`src/rtl/tl_pkg.sv`:
```
// Shared definitions for the traffic light command path: command codes,
// payload widths and the error codes reported by the link deframer.
package tl_pkg;

  localparam int CMD_W  = 3;
  localparam int DATA_W = 16;

  typedef enum logic [CMD_W-1:0] {
    ON              = 3'd0,
    OFF             = 3'd1,
    TO_NOTRANSITION = 3'd2,
    GREEN_SET       = 3'd3,
    RED_SET         = 3'd4,
    YELLOW_SET      = 3'd5
  } command_t;

  localparam logic [1:0] ERR_CSUM    = 2'd0;
  localparam logic [1:0] ERR_TYPE    = 2'd1;
  localparam logic [1:0] ERR_TIMEOUT = 2'd2;

  // A raw type byte names a command only if it fits the command_t range.
  function automatic logic is_known_cmd(input logic [7:0] code);
    return code <= {5'd0, YELLOW_SET};
  endfunction

endpackage

```
`src/rtl/tl_byte_timeout.sv`:
```
// Inter-byte idle timer for link parsers. Counts clocks while enabled and
// not cleared; expired pulses on the clock where the count reaches the limit.
// A limit of 0 disables the timer entirely.
module tl_byte_timeout #(
  parameter int unsigned TIMEOUT_CYCLES = 1000
) (
  input  logic clk,
  input  logic rst,
  input  logic clear,
  input  logic enable,
  output logic expired
);

  localparam int unsigned CNT_W = (TIMEOUT_CYCLES == 0) ? 1 : $clog2(TIMEOUT_CYCLES + 1);
  localparam logic [CNT_W-1:0] LIMIT = CNT_W'(TIMEOUT_CYCLES);
  localparam logic [CNT_W-1:0] LAST  = CNT_W'(TIMEOUT_CYCLES - 1);

  logic [CNT_W-1:0] count;

  // Fires when this clock would carry the count onto the limit; a clear in
  // the same cycle (a byte arriving) always wins.
  assign expired = (TIMEOUT_CYCLES != 0) && enable && !clear && (count == LAST);

  // Idle counter: cleared on demand, saturates at the limit.
  always_ff @(posedge clk or posedge rst) begin
    // NOTE: registers use <= so every flop samples pre-edge values; blocking
    // assignments here would create order-dependent simulation races.
    if (rst) begin
      count <= '0;
    end else if (clear) begin
      count <= '0;
    end else if (enable && (TIMEOUT_CYCLES != 0) && (count != LIMIT)) begin
      count <= count + CNT_W'(1);
    end
  end

endmodule

```
`src/rtl/tl_cmd_deframer.sv`:
```
// Parses SOF/TYPE/DHI/DLO/CSUM frames from the host byte link into
// single-cycle command strobes for the traffic light controller, and reports
// checksum, type and inter-byte timeout errors with a saturating counter.
module tl_cmd_deframer
  import tl_pkg::*;
#(
  parameter logic [7:0]  SOF_BYTE       = 8'hA5,
  parameter int unsigned TIMEOUT_CYCLES = 1000,
  parameter int unsigned ERR_CNT_W      = 8
) (
  input  logic                 clk_i,
  input  logic                 rst_i,
  input  logic [7:0]           data_i,
  input  logic                 data_valid_i,
  output logic                 data_ready_o,
  output logic [CMD_W-1:0]     cmd_type_o,
  output logic                 cmd_valid_o,
  output logic [DATA_W-1:0]    cmd_data_o,
  output logic                 err_o,
  output logic [1:0]           err_code_o,
  output logic [ERR_CNT_W-1:0] err_cnt_o
);

  localparam logic [2:0] S_IDLE = 3'd0;
  localparam logic [2:0] S_TYPE = 3'd1;
  localparam logic [2:0] S_DHI  = 3'd2;
  localparam logic [2:0] S_DLO  = 3'd3;
  localparam logic [2:0] S_CSUM = 3'd4;

  logic [2:0]        state;
  logic [7:0]        type_q;
  logic [DATA_W-1:0] data_q;
  logic [7:0]        csum_q;

  logic       accept;
  logic       tmo_fire;
  logic       frame_done;
  logic       csum_ok;
  logic       cmd_fire;
  logic       err_fire;
  logic [1:0] err_code_next;

  assign accept = data_valid_i && data_ready_o;

  tl_byte_timeout #(
    .TIMEOUT_CYCLES (TIMEOUT_CYCLES)
  ) u_timeout (
    .clk     (clk_i),
    .rst     (rst_i),
    .clear   (accept || (state == S_IDLE)),
    .enable  (state != S_IDLE),
    .expired (tmo_fire)
  );

  // Decide what the end of this cycle reports: a command, an error, or nothing.
  always_comb begin
    // NOTE: every signal gets a value before any condition so no path can
    // leave one unassigned and infer a latch.
    frame_done    = accept && (state == S_CSUM);
    csum_ok       = (data_i == csum_q);
    cmd_fire      = frame_done && csum_ok && is_known_cmd(type_q);
    err_fire      = (frame_done && !cmd_fire) || tmo_fire;
    err_code_next = ERR_CSUM;
    if (tmo_fire) begin
      err_code_next = ERR_TIMEOUT;
    end else if (csum_ok) begin
      err_code_next = ERR_TYPE;
    end
  end

  // Frame FSM: one state per accepted byte, abandoned on timeout.
  // An SOF value inside a frame is plain data; there is no resync.
  always_ff @(posedge clk_i or posedge rst_i) begin
    if (rst_i) begin
      state  <= S_IDLE;
      type_q <= '0;
      data_q <= '0;
      csum_q <= '0;
    end else if (accept) begin
      case (state)
        S_IDLE: if (data_i == SOF_BYTE) state <= S_TYPE;
        S_TYPE: begin
          type_q <= data_i;
          csum_q <= data_i;
          state  <= S_DHI;
        end
        S_DHI: begin
          data_q[DATA_W-1:8] <= data_i;
          csum_q             <= csum_q ^ data_i;
          state              <= S_DLO;
        end
        S_DLO: begin
          data_q[7:0] <= data_i;
          csum_q      <= csum_q ^ data_i;
          state       <= S_CSUM;
        end
        default: state <= S_IDLE;
      endcase
    end else if (tmo_fire) begin
      state <= S_IDLE;
    end
  end

  // Registered strobes, held command/error fields and saturating error count.
  always_ff @(posedge clk_i or posedge rst_i) begin
    if (rst_i) begin
      data_ready_o <= 1'b0;
      cmd_valid_o  <= 1'b0;
      cmd_type_o   <= '0;
      cmd_data_o   <= '0;
      err_o        <= 1'b0;
      err_code_o   <= '0;
      err_cnt_o    <= '0;
    end else begin
      data_ready_o <= 1'b1;
      cmd_valid_o  <= cmd_fire;
      err_o        <= err_fire;
      if (cmd_fire) begin
        cmd_type_o <= type_q[CMD_W-1:0];
        cmd_data_o <= data_q;
      end
      if (err_fire) begin
        err_code_o <= err_code_next;
        if (err_cnt_o != '1) err_cnt_o <= err_cnt_o + ERR_CNT_W'(1);
      end
    end
  end

endmodule

```
`config.mk`:
```
export PLATFORM = sky130hd
export DESIGN_NAME = tl_cmd_deframer
export DESIGN_NICKNAME = d
export VERILOG_FILES = /design/src/rtl/tl_pkg.sv /design/src/rtl/tl_byte_timeout.sv /design/src/rtl/tl_cmd_deframer.sv
export SDC_FILE = /design/constraint.sdc
export NUM_CORES = 1
export LEC_CHECK = 0
export BUFFER_PORTS_ARGS = -buffer_cell sky130_fd_sc_hd__buf_2
export CORE_UTILIZATION = 30
export DETAILED_ROUTE_END_ITERATION = 8
export GPL_ROUTABILITY_DRIVEN = 0
export PLACE_DENSITY_LB_ADDON = 0.05
export SYNTH_ARGS = -nofsm -noshare
export SYNTH_HDL_FRONTEND = slang
export SYNTH_SLANG_ARGS = --single-unit
```
`constraint.sdc`:
```
create_clock -name clk_i -period 4.75 [get_ports clk_i]
set_input_delay 0.95 -clock clk_i [delete_from_list [all_inputs] [get_ports clk_i]]
set_output_delay 0.95 -clock clk_i [all_outputs]
set_load 0.01 [all_outputs]
```
==> flow_metrics.py, run 1 <==
metrics = {
    "outcome": {
        "status": "finished, final reports clean",
    },
    "critical_path": {
        "critPathKind": "input pin to flop",
        "worstSetupEndpointType": "flop",
        "worstReg2RegStart": "type_q[3]",
        "critical-path-top-delay-family": "simple AND/OR/NAND/NOR gates",
        "startpoint": "data_i[3]",
        "crit_fanout": 13,
        "worst-path-buf-inv": 2,
        "cp.required_ps": 4990,
        "worstPathArrival_ps": 3170,
        "start_kind": "input pin",
        "worstPathCellList": "buf_2 > xnor2_1 > nand4_1 > or3_1 > inv_2 > a211o_2 > mux2_2",
        "endpoint": "err_cnt_o[1]",
        "worst_r2r_endpoint": "err_cnt_o[1]",
        "rrSetupSlack_ps": 2010,
        "reg2reg_depth": 6,
        "crit_slowest_cell": "or3_1",
        "crit_cells": 7,
        "worst_path_largest_cell_delay_ps": 710,
    },
    "global_route": {
        "busiest_layer": "met1",
        "grt_pass1_vias": 2049,
        "grt_max_degree": 43,
        "antenna_found_initial": 0,
        "grt_pass1_wl_mm": 11.3,
        "track_usage_pct": 13.2,
        "grt_use_met2_pct": 18.9,
        "grt_overflow": 0,
        "met1_usage_pct": 19.1,
        "grt_use_met3_pct": 3.10,
    },
    "synthesis": {
        "ys_warn_count": 0,
        "synth_fp_nets": 274,
        "synth_area_sq_um": 3280,
        "yosysSeqAreaShare_pct": 58.7,
        "synth.distinct_cells": 35,
        "synth_cells": 260,
        "avgSynthCellArea_sq_um": 12.6,
        "ys_ff_latch": 77,
        "yosys.area.top_type_share_pct": 58.7,
        "ys_top_cells_by_area": "dfrtp_1 (59%), mux2_2 (15%), xor2_1 (5.1%)",
        "synth_top_cell_by_area": "dfrtp_1",
    },
    "finish": {
        "area_growth_pct": 17.6,
        "nets": 322,
        "nFillCells": 1071,
        "final_layout_size_suffix_gt1_share_pct": 34.2,
        "diodes": 0,
    },
    "routing": {
        "drc": 0,
        "vias": 2053,
        "wl_per_cell_um": 15.2,
        "first_pass_iters": 4,
        "antenna_left": 0,
        "drtIter0Drc": 84,
        "routed_via_density": 4.57,
        "drt-total-wl_mm": 6.81,
    },
    "floorplan": {
        "start_util_pct": 31.4,
        "dieWidth_um": 107,
        "pin_count": 43,
        "die_h_um": 107,
        "die_area_sq_um": 11400,
        "core-area_sq_um": 10500,
        "num_rows": 37,
    },
    "clocking": {
        "clkLatencyLatePin_ps": 350,
        "clk_path_buf_depth": 2,
        "post_cts_resized": 0,
        "ctsRootBufferMaster": "clkbuf_8",
        "ctsHoldBuffers": 0,
        "post_cts_buffers": 0,
        "cts_tree": "done",
        "ctsHtreeMaxLevel": 3,
        "clk_pin_slew_worst_paths_ps": 80,
        "numCtsBuffers": 9,
        "clock_sinks": 77,
    },
    "sta": {
        "skew_ps": 12.8,
        "fmax_mhz": 341,
        "slew_viol_final": 0,
        "period_needed_ps": 2930,
        "slew_headroom_pct": 45.1,
        "grt_setup_unrepaired": "no",
        "setup_slack_ps": 1820,
        "holdWs_ps": 505,
        "setup_tns_ps": 0,
        "setup_violations": 0,
        "finalCritPeriodShare_pct": 61.8,
        "tightestPinTransition_ps": 821,
        "hold_viol": 0,
    },
    "power_and_ir_drop": {
        "powerDensity_nw_per_um2": 393,
        "max-vdd-ir-drop_uv": 194,
        "leakagePower_nw": 1.97,
    },
    "run": {
        "max-cap-violations": 0,
    },
    "placed_design": {
        "place_hpwl_mm": 4.54,
        "preCtsSetupSlack_ps": 1460,
        "placement.io_buffers": 42,
    },
    "worst_hold_path": {
        "hold_class": "flop to flop",
    },
}
## layout make-up
class	count	area (sq um)	area share, %
Clock inverter	5	83.8	2.17
Timing Repair Buffer	43	218	5.64
Clock buffer	11	131	3.40
Sequential cell	77	1930	49.9
Tap cell	136	170	4.41
Multi-Input combinational cell	172	1310	34.0
Inverter	5	20.0	0.518
## metal layers
metal  part of all wire [%]  vias up  wire, um
met5                      0        -         0
met4                    1.6        0       107
met3                    3.4        9       232
met2                     43       36      2960
met1                     52     1017      3510
li1                       -      991         -
## cell usage in the layout (no fill, tap or decap), types with 2 or more instances in the layout
cell type	netlist	routed
nand4_1	4	4
inv_1	4	3
buf_2	4	42
dfrtp_1	77	77
nand2_1	30	30
ha_1	3	3
nand3_1	8	8
nor2b_1	3	3
and2_1	2	2
or3_1	2	2
nor2_1	14	14
xor2_1	19	19
mux2_2	45	45
bufinv_16	0	2
clkbuf_8	0	9
nor3_1	5	5
clkinvlp_4	0	2
and3_1	3	3
clkbuf_1	2	2
a21oi_1	3	3
o21ai_0	4	4
and4bb_1	2	2
xnor2_1	11	11
## report_power, final
| part | switching (mW) | internal [mW] | total (mW) |
|---|---|---|---|
| sequential | 0.0528 | 0.731 | 0.784 |
| clock | 0.250 | 0.298 | 0.549 |
| combinational | 0.0926 | 0.0907 | 0.183 |
| total | 0.395 | 1.12 | 1.52 |
## flip-flops by register name (all words and copies together) (netlist names)
signal / count
data_q: 16
data_ready_o: 1
err_cnt_o: 8
state: 3
type_q: 8
u_timeout.count: 10
csum_q: 8
cmd_valid_o: 1
cmd_type_o: 3
err_code_o: 2
err_o: 1
cmd_data_o: 16
## cell usage after synthesis (all sizes together)
cell,instances
and3,3
nor2b,3
nand2b,1
conb,1
o21a,1
nand3b,1
inv,5
a41o,1
clkbuf,2
xnor2,11
nand2,30
nor2,14
o21ai,4
mux2i,1
or3,2
and2,2
nand4,5
a211o,1
o22ai,1
nor4,2
a21o,1
a21oi,3
ha,3
a22o,1
dfrtp,77
nor4b,1
mux2,45
nor3,5
xor2,19
buf,4
and4bb,2
nand3,8
## worst register-to-register path, stage by stage, from the launching register on
cell	delay (ps)
dfrtp_1	390
nor4_1	460
nand4_1	140
or3_1	640
inv_2	370
a211o_2	270
mux2_2	350
## logic make-up after synthesis
family                     Yosys count  synth area share (%)
and+or+nand+nor                     79                  12.3
DFF                                 77                  58.7
muxes                               46                  15.7
xor gates and xnor gates            30                  8.00
AOI/OAI and AO/OA                   13                  2.59
buffers and inverters               11                  1.41
adders and majority gates            3                  1.14
other                                1                 0.114
## how the worst min path moves through the flow
stage,slack [ps],depth (start not counted),to,startpoint
global placement,480,1,cmd_data_o[7],data_q[7]
CTS,510,1,cmd_data_o[12],data_q[12]
floorplan,470,1,cmd_data_o[10],data_q[10]
detailed placement,490,1,cmd_data_o[8],data_q[8]
finish,500,1,cmd_type_o[2],cmd_type_o[2]
global route,520,1,data_q[6],data_q[6]
## metrics by stage
step / instances / area [sq um] / utilization [%] / total power, mW
2_1_floorplan: 260 / 3280 / - / 0.927
3_3_place_gp: 433 / 3650 / 34.8 / 0.981
3_5_place_dp: 433 / 3650 / 34.8 / 0.983
4_1_cts: 449 / 3860 / 36.9 / 1.54
5_1_grt: 449 / 3860 / 36.9 / 1.60
6_report: 449 / 3860 / 36.9 / 1.52
Note: power is estimated with default switching activity, not from simulation.
==> run 2: changes to the inputs <==
- ABC_AREA: not set -> 1
- clock period: 4.75 -> 2.5 ns (I/O delays scaled with it)
==> run 2 against run 1 <==
Global-route usage is 1.2 points higher. Sequential power is 120% higher. Count of clock-buffer cells in the layout is 1 higher. Final cell count is 30% higher. Critical path type is now flop to flop. Largest cell class unchanged. Largest power group unchanged.
==> flow_metrics.py, run 2 <==
metrics = {
    "synthesis": {
        "synth.most_common_cell": "nand2_1",
        "avgSynthCellArea_sq_um": 8.66,
        "synth_fp_nets": 404,
        "ys_ff_latch": 77,
        "synth_area_sq_um": 3380,
        "ys_warn_count": 0,
        "synth_flop_cell": "dfrtp_1",
        "yosysSeqAreaShare_pct": 57.1,
        "synth_cells": 390,
        "netlist_top_cells_count": "nand2_1 (150), dfrtp_1 (77), inv_1 (34)",
        "ys_top_cells_by_area": "dfrtp_1 (57%), nand2_1 (17%), o21ai_0 (4.7%)",
        "synth_edf_count": 0,
        "synth_top_cell_by_area": "dfrtp_1",
        "synthArstFlopShare_pct": 100,
        "yosys.area.top_type_share_pct": 57.1,
        "synth.distinct_cells": 25,
    },
    "finish": {
        "final_common_cell": "nand2_1",
        "reg_top3": "cmd_data_o: 16 flops, data_q: 16 flops, u_timeout.count: 10 flops",
        "nets": 452,
        "area_growth_pct": 16.9,
        "diodes": 0,
        "final_cell_mix": "nand2_1 (150), dfrtp_1 (77), buf_2 (42), inv_1 (33), o21ai_0 (32)",
        "fin_cells": 582,
        "multiInputGateArea_sq_um": 1270,
        "register_area_sq_um": 1930,
        "final_layout_size_suffix_gt1_share_pct": 16.1,
        "nFillCells": 1174,
    },
    "sta": {
        "tightestPinTransition_ps": 966,
        "hold_viol": 0,
        "skew_ps": 9.91,
        "slew_viol_final": 0,
        "finalCritPeriodShare_pct": 72.0,
        "period_needed_ps": 1800,
        "setup_tns_ps": 0,
        "grt_setup_unrepaired": "no",
        "slew_headroom_pct": 35.6,
        "fmax_mhz": 555,
        "setup_violations": 0,
    },
    "routing": {
        "drt-total-wl_mm": 7.62,
        "wl_per_cell_um": 13.1,
        "antenna_left": 0,
        "vias": 2569,
        "drtIter0Drc": 95,
        "routed_via_density": 4.41,
        "first_pass_iters": 4,
        "drc": 0,
    },
    "clocking": {
        "ctsHoldBuffers": 0,
        "ctsRootBufferMaster": "clkbuf_8",
        "numCtsBuffers": 9,
        "clkLatencyLatePin_ps": 350,
        "post_cts_buffers": 0,
        "cts_tree": "done",
        "clk_pin_slew_worst_paths_ps": 80,
        "clk_path_buf_depth": 2,
        "clock_sinks": 77,
        "ctsHtreeMaxLevel": 3,
        "post_cts_resized": 0,
    },
    "power_and_ir_drop": {
        "p_int_mw": 2.26,
        "pwr-share-clk_pct": 26.8,
        "leakagePower_nw": 2.10,
        "pwr-share-comb_pct": 21.1,
        "powerDensity_nw_per_um2": 851,
        "max-vdd-ir-drop_uv": 393,
        "swShare_pct": 32.9,
        "pwr-share-seq_pct": 52.1,
        "switchingPower_mw": 1.10,
    },
    "global_route": {
        "grt_pass1_vias": 2527,
        "grt_pass1_wl_mm": 12.7,
        "grt_max_degree": 50,
        "track_usage_pct": 14.4,
        "antenna_found_initial": 0,
        "grt_overflow": 0,
    },
    "critical_path": {
        "endpoint": "err_cnt_o[3]",
        "worstSetupEndpointType": "flop",
        "critPathKind": "flop to flop",
        "cp.required_ps": 2740,
        "startpoint": "data_ready_o",
        "rrSetupSlack_ps": 700,
        "worst_r2r_endpoint": "err_cnt_o[3]",
        "crit_fanout": 8,
        "start_kind": "flop",
        "worstPathArrival_ps": 2040,
        "reg2reg_depth": 8,
        "worstReg2RegStart": "data_ready_o",
    },
    "floorplan": {
        "die_area_sq_um": 11700,
        "dieWidth_um": 108,
        "die_h_um": 108,
        "pin_count": 43,
        "core-area_sq_um": 10900,
        "num_rows": 38,
        "start_util_pct": 31.0,
    },
    "outcome": {
        "status": "finished, final reports clean",
    },
    "placed_design": {
        "place_hpwl_mm": 5.09,
        "placement.io_buffers": 42,
        "dp.cells": 567,
    },
    "run": {
        "max-cap-violations": 0,
    },
    "worst_hold_path": {
        "hold_class": "input pin to asynchronous set/reset pin",
    },
}
[run 2: cell count changes in the layout (fill, tap and decap cells not counted), sizes merged, moves of 3 or more]
cell,delta
nand2,+121
mux2,-45
o21ai,+29
inv,+28
nand3,+17
xor2,-8
a21oi,+4
buf,+4
and3,-3
nor2,+3
nor2b,-3
xnor2,-3
[run 2: per-stage QoR]
| stage | cell area, sq um | utilization, % | hold slack, ps | total power [mW] | setup slack (ps) |
|---|---|---|---|---|---|
| 6_report | 3950 | 36.2 | 156 | 3.36 | 699 |
| 5_1_grt | 3950 | 36.2 | 182 | 3.61 | 488 |
| 4_1_cts | 3950 | 36.2 | 159 | 3.43 | 631 |
| 3_5_place_dp | 3760 | 34.5 | 460 | 2.50 | 392 |
| 3_3_place_gp | 3760 | 34.5 | 457 | 2.49 | 440 |
| 2_1_floorplan | 3380 | - | 442 | 2.29 | 33.3 |
[run 2: worst min path at each step]
| stage | from | end | slack, ps | cells after the start |
|---|---|---|---|---|
| finish | rst_i | cmd_data_o[12] | 160 | 2 |
| global route | rst_i | cmd_data_o[12] | 180 | 2 |
| CTS | rst_i | cmd_data_o[14] | 160 | 2 |
| detailed placement | data_q[7] | cmd_data_o[7] | 460 | 2 |
| global placement | data_q[9] | cmd_data_o[9] | 460 | 2 |
| floorplan | data_q[0] | cmd_data_o[0] | 440 | 2 |
[run 2: area by class of cell]
cell class | instances | area share (%)
Clock inverter | 3 | 0.507
Inverter | 34 | 3.27
Clock buffer | 12 | 4.19
Tap cell | 140 | 4.44
Timing Repair Buffer | 47 | 6.59
Sequential cell | 77 | 48.8
Multi-Input combinational cell | 269 | 32.2
[run 2: kinds of logic (layout without fill, tap and decap cells)]
| logic type | after synthesis | in the layout | share of synthesized area, % |
|---|---|---|---|
| other cells | 1 | 1 | 0.111 |
| buf+inv | 44 | 96 | 5.34 |
| simple gates | 206 | 206 | 25.4 |
| compound gates | 40 | 40 | 6.04 |
| fa+ha+maj | 3 | 3 | 1.11 |
| xor+xnor | 19 | 19 | 4.93 |
| flops | 77 | 77 | 57.1 |
[run 2: power by group through the flow]
stage                     Sequential, mW  Clock (mW)  Combinational (mW)
final                               1.75       0.899               0.710
after detailed placement            1.78           0               0.726
after floorplan                     1.72           0               0.567
after global routing                1.79       0.985               0.831
after global placement              1.77           0               0.718
after CTS                           1.75       0.947               0.730
[run 2: critical path, stage by stage (launching register included)]
cell	delay (ps)
dfrtp_1	380
nand2_1	170
inv_1	130
nor2_2	310
nand3_2	210
nand2_1	160
nand2_1	180
nand2_1	110
nand2_1	50
[run 2: per-layer routing]
metal / track usage (%) / vias to the layer above / share of wire [%]
met2: 23.1 / 36 / 47
met1: 18.6 / 1206 / 48
met5: 0 / - / 0
li1: - / 1318 / -
met4: 4.99 / 0 / 1.3
met3: 3.92 / 9 / 3.6
